===== src/rtl/mem_rr_scheduler.sv =====
// Round-robin scheduler placing NUM_REQ one-entry request slots onto the single iomem port.
// Latency: slot capture edge 0, grant edge 1, mem_valid_o from cycle after edge 1; response combinational in WAIT.
// Backpressure: a port stalls while its slot is full; ISSUE holds the request stable until mem_ready_i.
//
// Ports:
//   clk_i, rst_ni                      clock, asynchronous active-low reset
//   req_valid_i/req_ready_o            per-port offer / slot-empty handshake
//   req_addr_i/req_wdata_i/req_be_i    per-port request fields, port i at [i*W +: W]
//   res_valid_o/res_err_o/res_rdata_o  one-hot response pulse, timeout flag, shared response data
//   mem_valid_o/mem_ready_i            request handshake towards memory
//   mem_addr_o/mem_wdata_o/mem_be_o    request fields of the granted slot (zero when not issuing)
//   mem_rvalid_i/mem_rdata_i           memory response / write ack
//   busy_o                             a transaction is being issued or awaited
module mem_rr_scheduler #(
  parameter int NUM_REQ = 3,
  parameter int ADDR_W  = 32,
  parameter int DATA_W  = 128,
  parameter int BE_W    = DATA_W / 8,
  parameter int TIMEOUT = 1023
) (
  input  logic                      clk_i,
  input  logic                      rst_ni,
  input  logic [NUM_REQ-1:0]        req_valid_i,
  output logic [NUM_REQ-1:0]        req_ready_o,
  input  logic [NUM_REQ*ADDR_W-1:0] req_addr_i,
  input  logic [NUM_REQ*DATA_W-1:0] req_wdata_i,
  input  logic [NUM_REQ*BE_W-1:0]   req_be_i,
  output logic [NUM_REQ-1:0]        res_valid_o,
  output logic [NUM_REQ-1:0]        res_err_o,
  output logic [DATA_W-1:0]         res_rdata_o,
  output logic                      mem_valid_o,
  input  logic                      mem_ready_i,
  output logic [ADDR_W-1:0]         mem_addr_o,
  output logic [DATA_W-1:0]         mem_wdata_o,
  output logic [BE_W-1:0]           mem_be_o,
  input  logic                      mem_rvalid_i,
  input  logic [DATA_W-1:0]         mem_rdata_i,
  output logic                      busy_o
);

  localparam int IDX_W = (NUM_REQ > 1) ? $clog2(NUM_REQ) : 1;
  localparam int WD_W  = $clog2(TIMEOUT + 1);

  typedef enum logic [1:0] {
    ST_IDLE  = 2'd0,
    ST_ISSUE = 2'd1,
    ST_WAIT  = 2'd2
  } state_t;

  state_t             state;
  logic [IDX_W-1:0]   grant;
  logic [IDX_W-1:0]   rr_ptr;
  logic [IDX_W-1:0]   next_ptr;
  logic [IDX_W-1:0]   pick;
  logic               pick_vld;
  logic [WD_W-1:0]    wdog;

  logic [NUM_REQ-1:0] slot_vld;
  logic [ADDR_W-1:0]  slot_addr  [NUM_REQ];
  logic [DATA_W-1:0]  slot_wdata [NUM_REQ];
  logic [BE_W-1:0]    slot_be    [NUM_REQ];

  logic               rsp_fire;
  logic               wd_expire;
  logic               retire;

  // A real response on the final watchdog cycle takes priority over the error.
  assign rsp_fire  = (state == ST_WAIT) && mem_rvalid_i;
  assign wd_expire = (state == ST_WAIT) && (wdog == WD_W'(TIMEOUT - 1));
  assign retire    = rsp_fire || wd_expire;

  assign next_ptr  = (grant == IDX_W'(NUM_REQ - 1)) ? '0 : grant + IDX_W'(1);

  // First occupied slot at or after rr_ptr, wrapping. Only slots take part,
  // so a same-cycle offer on req_valid_i cannot win a grant.
  always_comb begin
    pick     = '0;
    pick_vld = 1'b0;
    for (int k = 0; k < NUM_REQ; k++) begin
      int idx;
      idx = int'(rr_ptr) + k;
      if (idx >= NUM_REQ) idx = idx - NUM_REQ;
      if (!pick_vld && slot_vld[idx]) begin
        pick_vld = 1'b1;
        pick     = IDX_W'(idx);
      end
    end
  end

  // Slots: capture when empty, clear when the owner's response retires.
  // Ready is low while full, so a retiring slot cannot refill in the same cycle.
  always_ff @(posedge clk_i or negedge rst_ni) begin
    if (!rst_ni) begin
      slot_vld <= '0;
      for (int i = 0; i < NUM_REQ; i++) begin
        slot_addr[i]  <= '0;
        slot_wdata[i] <= '0;
        slot_be[i]    <= '0;
      end
    end else begin
      for (int i = 0; i < NUM_REQ; i++) begin
        if (req_valid_i[i] && !slot_vld[i]) begin
          slot_vld[i]   <= 1'b1;
          slot_addr[i]  <= req_addr_i[i*ADDR_W +: ADDR_W];
          slot_wdata[i] <= req_wdata_i[i*DATA_W +: DATA_W];
          slot_be[i]    <= req_be_i[i*BE_W +: BE_W];
        end else if (retire && (grant == IDX_W'(i))) begin
          slot_vld[i]   <= 1'b0;
        end
      end
    end
  end

  // Transaction FSM; mem_rvalid_i outside WAIT is ignored.
  always_ff @(posedge clk_i or negedge rst_ni) begin
    if (!rst_ni) begin
      state  <= ST_IDLE;
      grant  <= '0;
      rr_ptr <= '0;
      wdog   <= '0;
    end else begin
      case (state)
        ST_IDLE: begin
          if (pick_vld) begin
            grant <= pick;
            state <= ST_ISSUE;
          end
        end
        ST_ISSUE: begin
          if (mem_ready_i) begin
            wdog  <= '0;
            state <= ST_WAIT;
          end
        end
        ST_WAIT: begin
          if (retire) begin
            rr_ptr <= next_ptr;
            state  <= ST_IDLE;
          end else begin
            wdog   <= wdog + WD_W'(1);
          end
        end
        default: state <= ST_IDLE;
      endcase
    end
  end

  assign req_ready_o = ~slot_vld;
  assign busy_o      = (state != ST_IDLE);
  assign mem_valid_o = (state == ST_ISSUE);
  assign mem_addr_o  = mem_valid_o ? slot_addr[grant]  : '0;
  assign mem_wdata_o = mem_valid_o ? slot_wdata[grant] : '0;
  assign mem_be_o    = mem_valid_o ? slot_be[grant]    : '0;
  assign res_rdata_o = rsp_fire ? mem_rdata_i : '0;

  always_comb begin
    res_valid_o = '0;
    res_err_o   = '0;
    if (retire) res_valid_o[grant] = 1'b1;
    if (wd_expire && !mem_rvalid_i) res_err_o[grant] = 1'b1;
  end

endmodule

===== config.mk =====
export PLATFORM = sky130hd
export DESIGN_NAME = mem_rr_scheduler
export DESIGN_NICKNAME = d
export VERILOG_FILES = /design/src/rtl/mem_rr_scheduler.sv
export SDC_FILE = /design/constraint.sdc
export NUM_CORES = 1
export LEC_CHECK = 0
export CAP_MARGIN = 20
export CORE_AREA = 2 2 377 379
export DETAILED_ROUTE_END_ITERATION = 12
export DIE_AREA = 0 0 379 381
export HOLD_SLACK_MARGIN = 0.03
export PLACE_DENSITY = 0.44
export SETUP_SLACK_MARGIN = 0.2
export SYNTH_ARGS = -nofsm -noshare
export SYNTH_HDL_FRONTEND = slang
export SYNTH_SLANG_ARGS = --single-unit

===== constraint.sdc =====
create_clock -name clk_i -period 4.4 [get_ports clk_i]
set_input_delay 0.66 -clock clk_i [delete_from_list [all_inputs] [get_ports clk_i]]
set_output_delay 0.66 -clock clk_i [all_outputs]
set_load 0.005 [all_outputs]

==> run summary, run 1 <==
Die Ht -> 381 um
CTS Buf Count -> 73
placed insts -> 4954
Non-Filler Instances -> 5125
Yosys cell types -> 44
Setup Skew -> 0.01409 ns
first-pass GRT wire length -> 177900 um
fin nets -> 3810
total congestion overflow -> 0
Worst Hold Class -> reg2reg
Slew HR -> 0.3009
Starting Density -> 0.1841
area share of fa/ha/maj cells after synthesis -> 0.002901
P_leak -> 15.84 nW
Post-synth EDFFs -> 0
Final Hold Violating Endpoints -> 0
Setup CP Type -> reg2out
clk_lat worst skew -> 0.66 ns
cells on worst reg2reg path -> 4
Area growth syn-to-layout -> 56.80%
final setup margin -> 0.5252 ns
Root Buffer -> clkbuf_16
antenna violations before repair -> 48
CORE AREA -> 140600 um^2
CTS tree -> done
Setup Viol. Count Final -> 0
slowest CP cell -> dfrtp_4
crit start category -> register
final wirelength -> 130000 um
Syn Nets -> 2853
Synth Cell Area -> 25870 um^2
routability cong. -> 0.7992
CP Capture Type -> output pin
worst-case clock buffer depth -> 3
Die Wd -> 379 um
number of global-route vias before repair -> 22466
CP max stage delay -> 0.66 ns
crit share post-route -> 0.8806
die area -> 144400 um^2
slack of the worst reg-to-reg path -> 2.20 ns
CTS H-Tree Depth -> 3
worst vdd rail ir drop -> 0.3980 mV
post-synthesis instance total -> 2184
Port Buffers -> 977
Remaining DRCs -> 0
Seq cells post-synth -> 547
Critical R2R Capture -> slot_wdata[109]$_DFFE_PN0P_
fmax -> 258.1 MHz
pwr/cell area -> 656.8 nW/um^2
hold slack -> 0.4964 ns
most frequent cells in the layout -> 976 x clkdlybuf4s50_1, 545 x dfrtp_1, 528 x mux2_2
design area -> 40570 um^2
vias per cell -> 4.101
final setup TNS -> 0 ns
Critical Path RT -> 3.74 ns
Synth Warn # -> 0
Post-synth ARST share -> 1.000
io pins -> 978
Critical path origin -> grant[1]$_DFFE_PN0P_
Top FF cell, synth -> dfrtp_1
Worst Path Buf+Inv -> 2
DR WL/cell -> 25.37 um
gr usage total -> 0.1749
combinational family with the most area after synthesis -> multiplexers
Power, Total -> 26.65 mW
Max-cap violations -> 0
worst-margin pin slew -> 1.049 ns
CP Data Arrival Time -> 3.21 ns
XOR/XNOR share of the synthesized area -> 0
clock-pin slew on the worst setup and hold paths -> 0.05 ns
final-report max-slew violation count -> 0
Placed Area -> 38120 um^2
fillcell total -> 14864
share of layout cells above drive strength 1 -> 0.2234
clock sinks -> 547
post-DP HPWL -> 97270 um
leading cell type in the layout, fill and taps excluded -> clkdlybuf4s50_1
critical path depth -> 5
fin crit period -> 3.875 ns
Iter 0 DRT Violations -> 800
Synth Area per Inst -> 11.85 um^2
crit path cell chain -> nor2_4 -> buf_12 -> a21oi_1 -> nor2_1 -> clkdlybuf4s50_1
critical path endpoint -> mem_wdata_o[124]
Place WS -> 0.9794 ns
run status -> finished, final reports clean
Pre-Repair DR Iteration Count -> 4
Compound-Gate Fraction of Synth Area -> 0.04550
Simple-Gate Fraction of Synth Area -> 0.09439
final core utilization -> 0.2887
pin count of the biggest net entering global routing -> 129
CP max FO -> 62
RSZ-0062 raised after global routing -> false
number of antenna-violating nets in the routed design -> 0
CP delay by family, top -> buffers and inverters
via count -> 21020
multiplexer area fraction after synthesis -> 0.2990
num rows -> 138
Seq/Total Area, Yosys -> 0.5290
FF-to-FF Start -> slot_vld[2]$_DFFE_PN0P_
==> kinds of logic (layout without fill, tap and decap cells) <==
kind of cell             after synthesis  after routing
AO/OA/AOI/OAI                        218            218
adder cells (fa/ha/maj)                6              6
buffers and inverters                171           1179
flip-flops                           547            547
multiplexers                         707            707
other                                  0             43
AND/OR/NAND/NOR                      535            535
==> metal layers <==
metal | global-route usage | vias up | part of all wire
met5 | 0 | - | 0.0020
met4 | 0.09641 | 40 | 0.044
met3 | 0.05955 | 192 | 0.080
met2 | 0.3124 | 723 | 0.52
met1 | 0.1769 | 10554 | 0.35
li1 | - | 9511 | -
==> power breakdown <==
part	internal, mW	total, mW	switching, mW
combinational	6.25	11.6	5.37
clock	3.48	5.94	2.46
sequential	7.58	9.08	1.50
total	17.3	26.6	9.33
==> flip-flops by register name, indices dropped and copies added (netlist names) <==
signal      count
grant           2
wdog           10
slot_vld        3
slot_addr      96
rr_ptr          2
slot_wdata    384
slot_be        48
state           2
==> final cells by class <==
cell class	instances	area, um^2	area share
Clock buffer	112	2146	0.05289
Sequential cell	547	13700	0.3376
Antenna cell	43	107.6	0.002652
Tap cell	1890	2365	0.05829
Inverter	12	45.04	0.001110
Clock inverter	14	167.7	0.004132
Multi-Input combinational cell	1466	11480	0.2829
Timing Repair Buffer	1041	10570	0.2605
==> worst reg2reg max path, cell delays in order (launching register included) <==
cell	delay, ns
dfrtp_1	0.53
nor2b_4	0.53
buf_12	0.27
buf_4	0.36
mux2_2	0.39
==> cell usage after synthesis, types with 2 or more instances <==
cell type / number / area, um^2
a211o_1: 2 / 17.52
a21oi_1: 182 / 910.9
a31o_2: 5 / 43.79
a31oi_1: 7 / 43.79
and2_1: 128 / 800.8
and3_1: 2 / 12.51
and4_2: 2 / 20.02
buf_1: 8 / 30.03
buf_2: 84 / 420.4
clkbuf_1: 66 / 247.7
dfrtp_1: 547 / 13690
ha_1: 6 / 75.07
inv_1: 12 / 45.04
mux2_2: 528 / 5946
mux2i_1: 179 / 1792
nand2_1: 8 / 30.03
nand2b_1: 8 / 50.05
nand3_1: 3 / 15.01
nand3b_1: 2 / 15.01
nand4_1: 6 / 37.54
nor2_1: 360 / 1351
nor2b_1: 5 / 31.28
nor3_1: 3 / 15.01
o211ai_1: 2 / 15.01
o21ai_0: 6 / 30.03
o31a_1: 2 / 17.52
o31ai_1: 4 / 30.03
==> timing repair <==
item,CTS,global route
buffers inserted,0,1
hold endpoints to repair,11,0
hold buffers,1,0
resized for setup,0,0
setup endpoints to repair,0,2
==> worst min-delay path by stage <==
stage,start,endpoint,cells past startpoint
6_report,wdog[7]$_DFFE_PN0P_,wdog[7]$_DFFE_PN0P_,1
5_1_grt,slot_addr[70]$_DFFE_PN0P_,slot_addr[70]$_DFFE_PN0P_,1
4_1_cts,wdog[7]$_DFFE_PN0P_,wdog[7]$_DFFE_PN0P_,1
3_5_place_dp,wdog[7]$_DFFE_PN0P_,wdog[7]$_DFFE_PN0P_,1
3_3_place_gp,slot_wdata[235]$_DFFE_PN0P_,slot_wdata[235]$_DFFE_PN0P_,1
2_1_floorplan,rst_ni,grant[0]$_DFFE_PN0P_,0
No activity file was read; power rests on OpenSTA's default activity.
==> inputs of run 2 (changes only) <==
Settings changed: CORE_AREA 2 2 377 379 to 2 2 380 382, DIE_AREA 0 0 379 381 to 0 0 382 384.
==> run summary, run 2 (synthesized netlist as in run 1, its figures left out) <==
CORE AREA -> 142800 um^2 (+1.6%)
Met1 Wirelength -> 46980 um (+2.7%)
via count -> 20982 (-0.18%)
fin crit period -> 3.865 ns (-0.009265 ns)
num rows -> 139 (+0.72%)
CP max stage delay -> 0.69 ns (+0.03 ns)
slowest CP cell -> dfrtp_4
fillcell total -> 15004 (+0.94%)
Port Buffers -> 977 (unchanged)
Setup Viol. Count Final -> 0 (unchanged)
top routing layer in use -> met5
most frequent cells in the layout -> 976 x clkdlybuf4s50_1, 545 x dfrtp_1, 528 x mux2_2
Top Registers -> slot_wdata (384), slot_addr (96), slot_be (48)
CP max FO -> 36 (-42%)
Die Ht -> 384 um (+0.79%)
crit path cell chain -> buf_12 -> mux2i_1 -> buf_4 -> nor2_1 -> a21oi_1 -> nor2_1 -> clkdlybuf4s50_1
Setup CP Type -> reg2out
worst-margin pin slew -> 0.8183 ns (-0.2304 ns)
clock sinks -> 547 (unchanged)
met3 routed WL -> 9500 um (-8.6%)
Starting Density -> 0.1812 (-0.002883)
DR WL/cell -> 25.20 um (-0.66%)
CP Data Arrival Time -> 3.21 ns (about the same)
Setup Skew -> 0.03205 ns (+0.01796 ns)
gr usage total -> 0.1732 (-0.001736)
Slew HR -> 0.4545 (+0.1536)
hold slack -> 0.5028 ns (+0.006382 ns)
Most flops, register -> slot_wdata
Critical Path RT -> 3.74 ns (about the same)
slack of the worst reg-to-reg path -> 2.33 ns (+0.13 ns)
number of setup buffers added after CTS -> 0 (unchanged)
Iter 0 DRT Violations -> 714 (-11%)
CTS H-Tree Depth -> 3 (unchanged)
CTS tree -> done
Area growth syn-to-layout -> 57.20%
fin nets -> 3810 (unchanged)
pin count of the biggest net entering global routing -> 107 (-17%)
clk_lat worst skew -> 0.67 ns (about the same)
crit start category -> register
Worst Hold Class -> reg2reg
clock-pin slew on the worst setup and hold paths -> 0.06 ns (about the same)
Max-cap violations -> 0 (unchanged)
Die Wd -> 382 um (+0.79%)
share of layout cells above drive strength 1 -> 0.2237 (+0.0003462)
final setup TNS -> 0 ns (unchanged)
die area -> 146700 um^2 (+1.6%)
final-report max-slew violation count -> 0 (unchanged)
CP Capture Type -> output pin
cell mode on critical path -> nor2_1
antenna violations before repair -> 45 (-6.3%)
Root Buffer -> clkbuf_16
post-DP HPWL -> 97850 um (+0.60%)
Worst Path Buf+Inv -> 3 (+1)
Pre-Repair DR Iteration Count -> 5 (+1)
worst vdd rail ir drop -> 0.3564 mV (-10%)
P_leak -> 15.85 nW (about the same)
max reg flops -> 384 (unchanged)
fmax -> 258.7 MHz (+0.24%)
number of global-route vias before repair -> 22762 (+1.3%)
routability cong. -> 0.8458 (+5.8%)
leading cell type in the layout, fill and taps excluded -> clkdlybuf4s50_1
Final Hold Violating Endpoints -> 0 (unchanged)
worst-case clock buffer depth -> 3 (unchanged)
CP delay by family, top -> buffers and inverters
CTS Buf Count -> 72 (-1.4%)
run status -> finished, final reports clean
final wirelength -> 129900 um (about the same)
crit share post-route -> 0.8785 (-0.002106)
total congestion overflow -> 0 (unchanged)
met2 wire len -> 67860 um (about the same)
RSZ-0062 raised after global routing -> false
number of antenna-violating nets in the routed design -> 0 (unchanged)
Remaining DRCs -> 0 (unchanged)
io pins -> 978 (unchanged)
first-pass GRT wire length -> 179500 um (+0.90%)
pwr/cell area -> 652.3 nW/um^2 (-0.70%)
vias per cell -> 4.069 (-0.80%)
## run 2: routing by layer
layer | vias up | GRT usage
met3 | 175 | 0.05833
met5 | - | 0
met2 | 714 | 0.3144
met4 | 34 | 0.07816
li1 | 9533 | -
met1 | 10526 | 0.1796
## run 2: final cells by class
cell class,count,area [um^2],area share
antenna,58,145.1,0.003568
clock buffer,109,2051,0.05042
clock inverter,20,289.0,0.007106
inverter,12,45.04,0.001107
multi-input combinational,1466,11480,0.2822
sequential,547,13700,0.3367
tap,1903,2381,0.05854
timing repair buffer,1042,10590,0.2604
## run 2: power breakdown
part	internal (mW)	switching, mW
combinational	6.21	5.28
clock	3.43	2.49
sequential	7.58	1.54
total	17.2	9.31
## run 2: worst paths after layout
kind / from / to / depth (start not counted)
worst max-delay path: grant[1]$_DFFE_PN0P_ / mem_addr_o[5] / 7
worst min-delay path: slot_wdata[102]$_DFFE_PN0P_ / slot_wdata[102]$_DFFE_PN0P_ / 1
worst max register to register: slot_vld[2]$_DFFE_PN0P_ / slot_wdata[20]$_DFFE_PN0P_ / 3
worst min register to register: slot_wdata[102]$_DFFE_PN0P_ / slot_wdata[102]$_DFFE_PN0P_ / 1
max in group asynchronous: rst_ni / slot_addr[19]$_DFFE_PN0P_ / 4
min in group asynchronous: rst_ni / slot_wdata[12]$_DFFE_PN0P_ / 2
## run 2: metrics by stage
stage / total power [mW] / worst slack, ns / utilization / std cells / area, um^2
floorplan: 15.07 / 2.176 / - / 2184 / 25870
global placement: 20.87 / 1.022 / 0.2674 / 4969 / 38180
detailed placement: 20.94 / 1.004 / 0.2674 / 4969 / 38180
CTS: 27.09 / 0.2211 / 0.2838 / 5099 / 40530
global route: 28.45 / 0.2660 / 0.2848 / 5152 / 40660
finish: 26.53 / 0.5345 / 0.2849 / 5157 / 40680
## run 2: repair_timing
item,4_1_cts,5_1_grt
setup endpoints to repair,0,1
hold endpoints to repair,47,0
gates resized for setup,0,1
hold buffers,1,0
## run 2: worst register-to-register path, delay by kind of cell, from the launching register on
kind | cells | cell delay, ns
mux | 1 | 0.65
buf+inv | 1 | 0.35
flops | 1 | 0.50
simple gates | 1 | 0.47
==> inputs of run 3 (changes only) <==
Settings changed: CAP_MARGIN 20 to 0.
Clock period 4.4 ns to 4 ns, I/O delays scaled along.
==> run summary, run 3 (synthesized netlist as in run 1, its figures left out) <==
run status -> finished, final reports clean
pin count of the biggest net entering global routing -> 99 (-7.5%)
num rows -> 139 (unchanged)
cell mode on critical path -> nor2_1
sink of the worst hold path -> slot_be[29]$_DFFE_PN0P_
fillcell total -> 14940 (-0.43%)
die area -> 146700 um^2 (unchanged)
CP Capture Type -> output pin
Area growth syn-to-layout -> 58.23%
vias per cell -> 4.102 (+0.81%)
worst-margin pin slew -> 0.8884 ns (+0.07007 ns)
Setup Skew -> 0.02215 ns (-0.009898 ns)
crit start category -> register
fmax -> 279.6 MHz
Final Hold Violating Endpoints -> 0 (unchanged)
fin crit period -> 3.577 ns
fin nets -> 3815 (+0.13%)
via count -> 21148 (+0.79%)
max reg flops -> 384 (unchanged)
post-DP HPWL -> 98110 um (+0.27%)
share of layout cells above drive strength 1 -> 0.2313 (+0.007533)
clk_lat worst skew -> 0.64 ns (-0.03 ns)
CP Data Arrival Time -> 2.98 ns (-0.23 ns)
io pins -> 978 (unchanged)
slowest CP cell -> dfrtp_4
Iter 0 DRT Violations -> 745 (+4.3%)
hold path cells -> 1 (unchanged)
routability cong. -> 0.8747 (+3.4%)
Critical Path RT -> 3.40 ns (-0.34 ns)
clock sinks -> 547 (unchanged)
Pre-Repair DR Iteration Count -> 5 (unchanged)
CTS Buf Count -> 74 (+2.8%)
most frequent cells in the layout -> 976 x clkdlybuf4s50_1, 545 x dfrtp_1, 528 x mux2_2
Max-cap violations -> 0 (unchanged)
CP max FO -> 37 (+2.8%)
crit path cell chain -> buf_12 -> mux2i_1 -> nor2_1 -> a21oi_1 -> nor2_1 -> clkdlybuf4s50_1
Top Registers -> slot_wdata (384), slot_addr (96), slot_be (48)
final-report max-slew violation count -> 0 (unchanged)
worst vdd rail ir drop -> 0.3260 mV (-8.5%)
Starting Density -> 0.1812 (unchanged)
Die Wd -> 382 um (unchanged)
gr usage total -> 0.1720 (-0.001173)
crit share post-route -> 0.8943
FF-to-FF Start -> slot_vld[0]$_DFFE_PN0P_
first-pass GRT wire length -> 179000 um (-0.25%)
DR WL/cell -> 25.31 um (+0.43%)
total congestion overflow -> 0 (unchanged)
CP delay by family, top -> buffers and inverters
Slew HR -> 0.4078 (-0.04672)
Power, Total -> 29.72 mW (+12%)
Worst Hold Class -> reg2reg
Setup Viol. Count Final -> 0 (unchanged)
Remaining DRCs -> 0 (unchanged)
pwr/cell area -> 725.8 nW/um^2 (+11%)
number of global-route vias before repair -> 22554 (-0.91%)
CORE AREA -> 142800 um^2 (unchanged)
RSZ-0062 raised after global routing -> false
Root Buffer -> clkbuf_16
final wirelength -> 130500 um (+0.41%)
slack of the worst reg-to-reg path -> 1.86 ns (-0.47 ns)
CP max stage delay -> 0.62 ns (-0.07 ns)
worst-case clock buffer depth -> 3 (unchanged)
Setup CP Type -> reg2out
number of antenna-violating nets in the routed design -> 0 (unchanged)
Port Buffers -> 977 (unchanged)
Worst Path Buf+Inv -> 2 (-1)
clock-pin slew on the worst setup and hold paths -> 0.05 ns (about the same)
leading cell type in the layout, fill and taps excluded -> clkdlybuf4s50_1
Critical R2R Capture -> slot_wdata[317]$_DFFE_PN0P_
CTS tree -> done
Most flops, register -> slot_wdata
Die Ht -> 384 um (unchanged)
P_leak -> 16.02 nW (+1.1%)
cells on worst reg2reg path -> 3 (unchanged)
worst hold start -> slot_be[29]$_DFFE_PN0P_
antenna violations before repair -> 56 (+24%)
final setup TNS -> 0 ns (unchanged)
CTS H-Tree Depth -> 3 (unchanged)
run 3: cell types whose count changed in the layout (fill, tap and decap cells not counted), sizes merged:
| cell | previous run | this run |
|---|---|---|
| diode | 58 | 53 |
| buf | 65 | 67 |
| inv | 14 | 16 |
| clkinv | 13 | 15 |
| clkinvlp | 2 | 1 |
| clkbuf | 109 | 106 |
| bufinv | 3 | 5 |
run 3: timing repair:
item / CTS / global route
hold buffers: 1 / 0
gates resized for setup: 0 / 3
setup buffers: 0 / 1
endpoints found under the hold margin: 58 / 0
setup endpoints to repair: 0 / 13
run 3: per-stage QoR:
stage	utilization	hold WS, ns	instance area, um^2	std cells	setup WS, ns
6_report	0.2867	0.5031	40940	5156	0.4228
2_1_floorplan	-	0.3044	25870	2184	1.836
3_5_place_dp	0.2676	0.4940	38210	4970	0.8531
3_3_place_gp	0.2676	0.4892	38210	4970	0.8303
4_1_cts	0.2856	0.4789	40780	5101	0.2187
5_1_grt	0.2866	0.5043	40920	5148	0.2026
run 3: cell type report:
cell class | instances | area (um^2) | area share
Sequential cell | 547 | 13700 | 0.3345
Multi-Input combinational cell | 1466 | 11480 | 0.2804
Timing Repair Buffer | 1045 | 10650 | 0.2601
Tap cell | 1903 | 2381 | 0.05815
Clock buffer | 105 | 2252 | 0.05501
Clock inverter | 25 | 309.0 | 0.007548
Antenna cell | 53 | 132.6 | 0.003239
Inverter | 12 | 45.04 | 0.001100
run 3: where the power goes:
part           switching (mW)  leakage, nW  internal (mW)  total (mW)
clock network            2.72         1.27           4.25        6.97
registers                1.67         6.50           8.34        10.0
logic                    5.89         8.25           6.84        12.7
run 3: how the worst max path moves through the flow:
stage	startpoint	to	slack, ns	depth (start not counted)
floorplan	wdog[0]$_DFFE_PN0P_	res_valid_o[0]	1.84	7
global placement	mem_rvalid_i	res_rdata_o[71]	0.83	6
detailed placement	mem_rvalid_i	res_rdata_o[71]	0.85	6
CTS	grant[1]$_DFFE_PN0P_	mem_wdata_o[123]	0.22	7
global route	grant[1]$_DFFE_PN0P_	mem_wdata_o[123]	0.20	7
finish	grant[1]$_DFFE_PN0P_	mem_wdata_o[101]	0.42	6
run 3: routing by layer:
layer | track usage | vias up | wire, um
met1 | 0.1760 | 10633 | 46520
met2 | 0.3141 | 723 | 68910
met4 | 0.07663 | 52 | 5136
met3 | 0.06000 | 209 | 9596
met5 | 0 | - | 322
li1 | - | 9531 | -
run 3: worst register-to-register path, cell delays in order (launching register included):
cell,delay (ns)
dfrtp_1,0.50
nor2b_4,0.64
buf_4,0.49
mux2_2,0.39
==> RTL change, RTL diff (flow settings as in run 3) <==
Change the parameter `TIMEOUT` from 1023 to 4092.
--- a/src/rtl/mem_rr_scheduler.sv
+++ b/src/rtl/mem_rr_scheduler.sv
@@ -18,3 +18,3 @@
   parameter int BE_W    = DATA_W / 8,
-  parameter int TIMEOUT = 1023
+  parameter int TIMEOUT = 4092
 ) (
Check against the original RTL: no difference found for any inputs over 4 cycles, from zero or initial values and one cycle with rst_ni low; that may be too few to reach the edited logic, so the function may still have changed.
==> RTL change against run 3 <==
  * Sequential power is essentially flat
  * Routed wire length up 5.3%
  * Cell area fell by 0.16%
  * Critical endpoint is now mem_be_o[6]
  * Fmax rose by 1.1%
  * Synthesized cell count increased by 0.96%
  * Worst setup slack better by 0.039 ns
  * Combinational power increased by 3%
  * Via count grew 1.7%
  * Area after synthesis up 0.52%
  * Non-clock buffer count decreased by 1
  * Critical path depth unchanged
  * Worst hold slack worse by 0.020 ns
  * Total power grew 0.99%
  * Sequential cell count grew 2
==> RTL change: results (changes against run 3) <==
metric;value;unit;change
GR Util All Layers;18.26;%;+1.1 points
Synth area leaders;dfrtp_1 (53%), mux2_2 (19%), mux2i_1 (6.8%);;
drt first-iter violations;961;;+29%
Root Buffer;clkbuf_16;;
Clock Latency Late Sink;0.69;ns;+0.05 ns
peak supply drop;372.3;uV;+14%
maximum clock path buffer count;3;;unchanged
first-pass GRT wire length;188400;um;+5.2%
largest net degree at the start of global routing;104;;+5.1%
Final HPWL DP;104200;um;+6.2%
Mapped Nets;2873;;+0.70%
layout cells sized above 1;20.07;%;-3.1 points
Sw Pwr;10.66;mW;+3.6%
Port Buffer Count;977;;unchanged
initial antenna violation count;65;;+16%
vias in the first global route;22807;;+1.1%
CTS clk-pin slew, worst paths;0.06;ns;
Pre-antenna DRT Iters;4;;-1
status;finished clean;;
fin nets;3823;;+0.21%
P_leak;16.96;nW;+5.9%
sequential area share after synthesis;52.82;%;-0.082 points
actual slew at the worst max-slew pin;0.9546;ns;+0.06624 ns
clk_skew;0.01929;ns;-0.002859 ns
WP data arrival;2.94;ns;-0.04 ns
final WL;137400;um;+5.3%
post-place setup slack;0.8262;ns;-0.02691 ns
Netlist cell types;45;;+2.3%
GPL Wtd Cong;0.9648;;+10%
Post-synth top cells;dfrtp_1 (549), mux2_2 (445), nor2_1 (366), a21oi_1 (181), mux2i_1 (177);;
Via density;4.183;;+2.0%
[RTL change: changes by cell type in the layout (fill, tap and decap cells not counted), moves of 7 or more]
cell and change:
mux2_2 -83, diode_2 -26, clkbuf_1 +13, and3_1 +127, mux2_1 +83, nor2_1 +7
and2_1 -128, o21ai_1 +13, clkbuf_8 -9
[RTL change: kinds of logic (layout without fill, tap and decap cells)]
family	after synthesis	after routing	synth area share (%)
flip-flops	549	549	52.82
adder cells (fa/ha/maj)	5	5	0.2405
multiplexers	705	705	29.67
buffers and inverters	181	1190	3.247
XOR/XNOR	1	1	0.03368
AND/OR/NAND/NOR	541	541	9.433
other	0	27	0
AO/OA/AOI/OAI	223	223	4.556
[RTL change: final timing paths]
check	to	slack [ns]	start	cells past startpoint
hold reg to reg	slot_wdata[285]	0.48	slot_wdata[285]	1
min in group asynchronous	slot_wdata[191]	0.57	rst_ni	2
setup / recovery	mem_be_o[6]	0.46	grant[1]	6
hold / removal	slot_wdata[285]	0.48	slot_wdata[285]	1
max in group asynchronous	slot_be[31]	2.33	rst_ni	3
setup reg to reg	wdog[11]	1.67	wdog[0]	6
[RTL change: worst max-delay path, cell delays in order, from the launching register on]
cell	delay, ns
dfrtp_4	0.58
nor2_4	0.18
buf_12	0.24
buf_4	0.33
a21oi_1	0.12
nor2_1	0.18
clkdlybuf4s50_1	0.54
[RTL change: timing repair]
| action | in CTS | in global routing |
|---|---|---|
| gates cloned | 1 | 0 |
| resized for setup | 2 | 0 |
| setup buffers | 1 | 4 |
| endpoints found under the hold margin | 43 | 0 |
| endpoints found under the setup margin | 9 | 34 |
| hold buffers | 1 | 0 |
[RTL change: per-layer routing]
layer / global-route usage (%) / up-vias / routed length (um)
met5: 0 / - / 335
met4: 4.236 / 52 / 2460
met2: 29.08 / 651 / 63560
li1: - / 9649 / -
met3: 6.726 / 204 / 10960
met1: 23.42 / 10961 / 60080
[RTL change: power by group through the flow]
stage	Sequential, mW	Clock, mW	Combinational, mW
2_1_floorplan	9.35	0	7.52
3_3_place_gp	10.2	0	13.0
3_5_place_dp	10.2	0	13.1
4_1_cts	10.1	7.18	13.3
5_1_grt	10.4	7.42	14.2
6_report	10.0	6.93	13.1
[RTL change: through the flow]
stage               area (um^2)  instances
finish                    40880       5144
detailed placement        38180       4975
global placement          38180       4975
CTS                       40750       5113
global route              40830       5127
floorplan                 26010       2205
[RTL change: layout make-up]
class / count / area [um^2]
fillers: 14908 / 101900
inverters: 11 / 41.29
flip-flops and latches: 549 / 13750
multi-input cells: 1475 / 11470
diodes: 27 / 67.56
well taps: 1903 / 2381
clock buffers: 109 / 2177
clock inverters: 26 / 332.8
repair buffers: 1044 / 10670
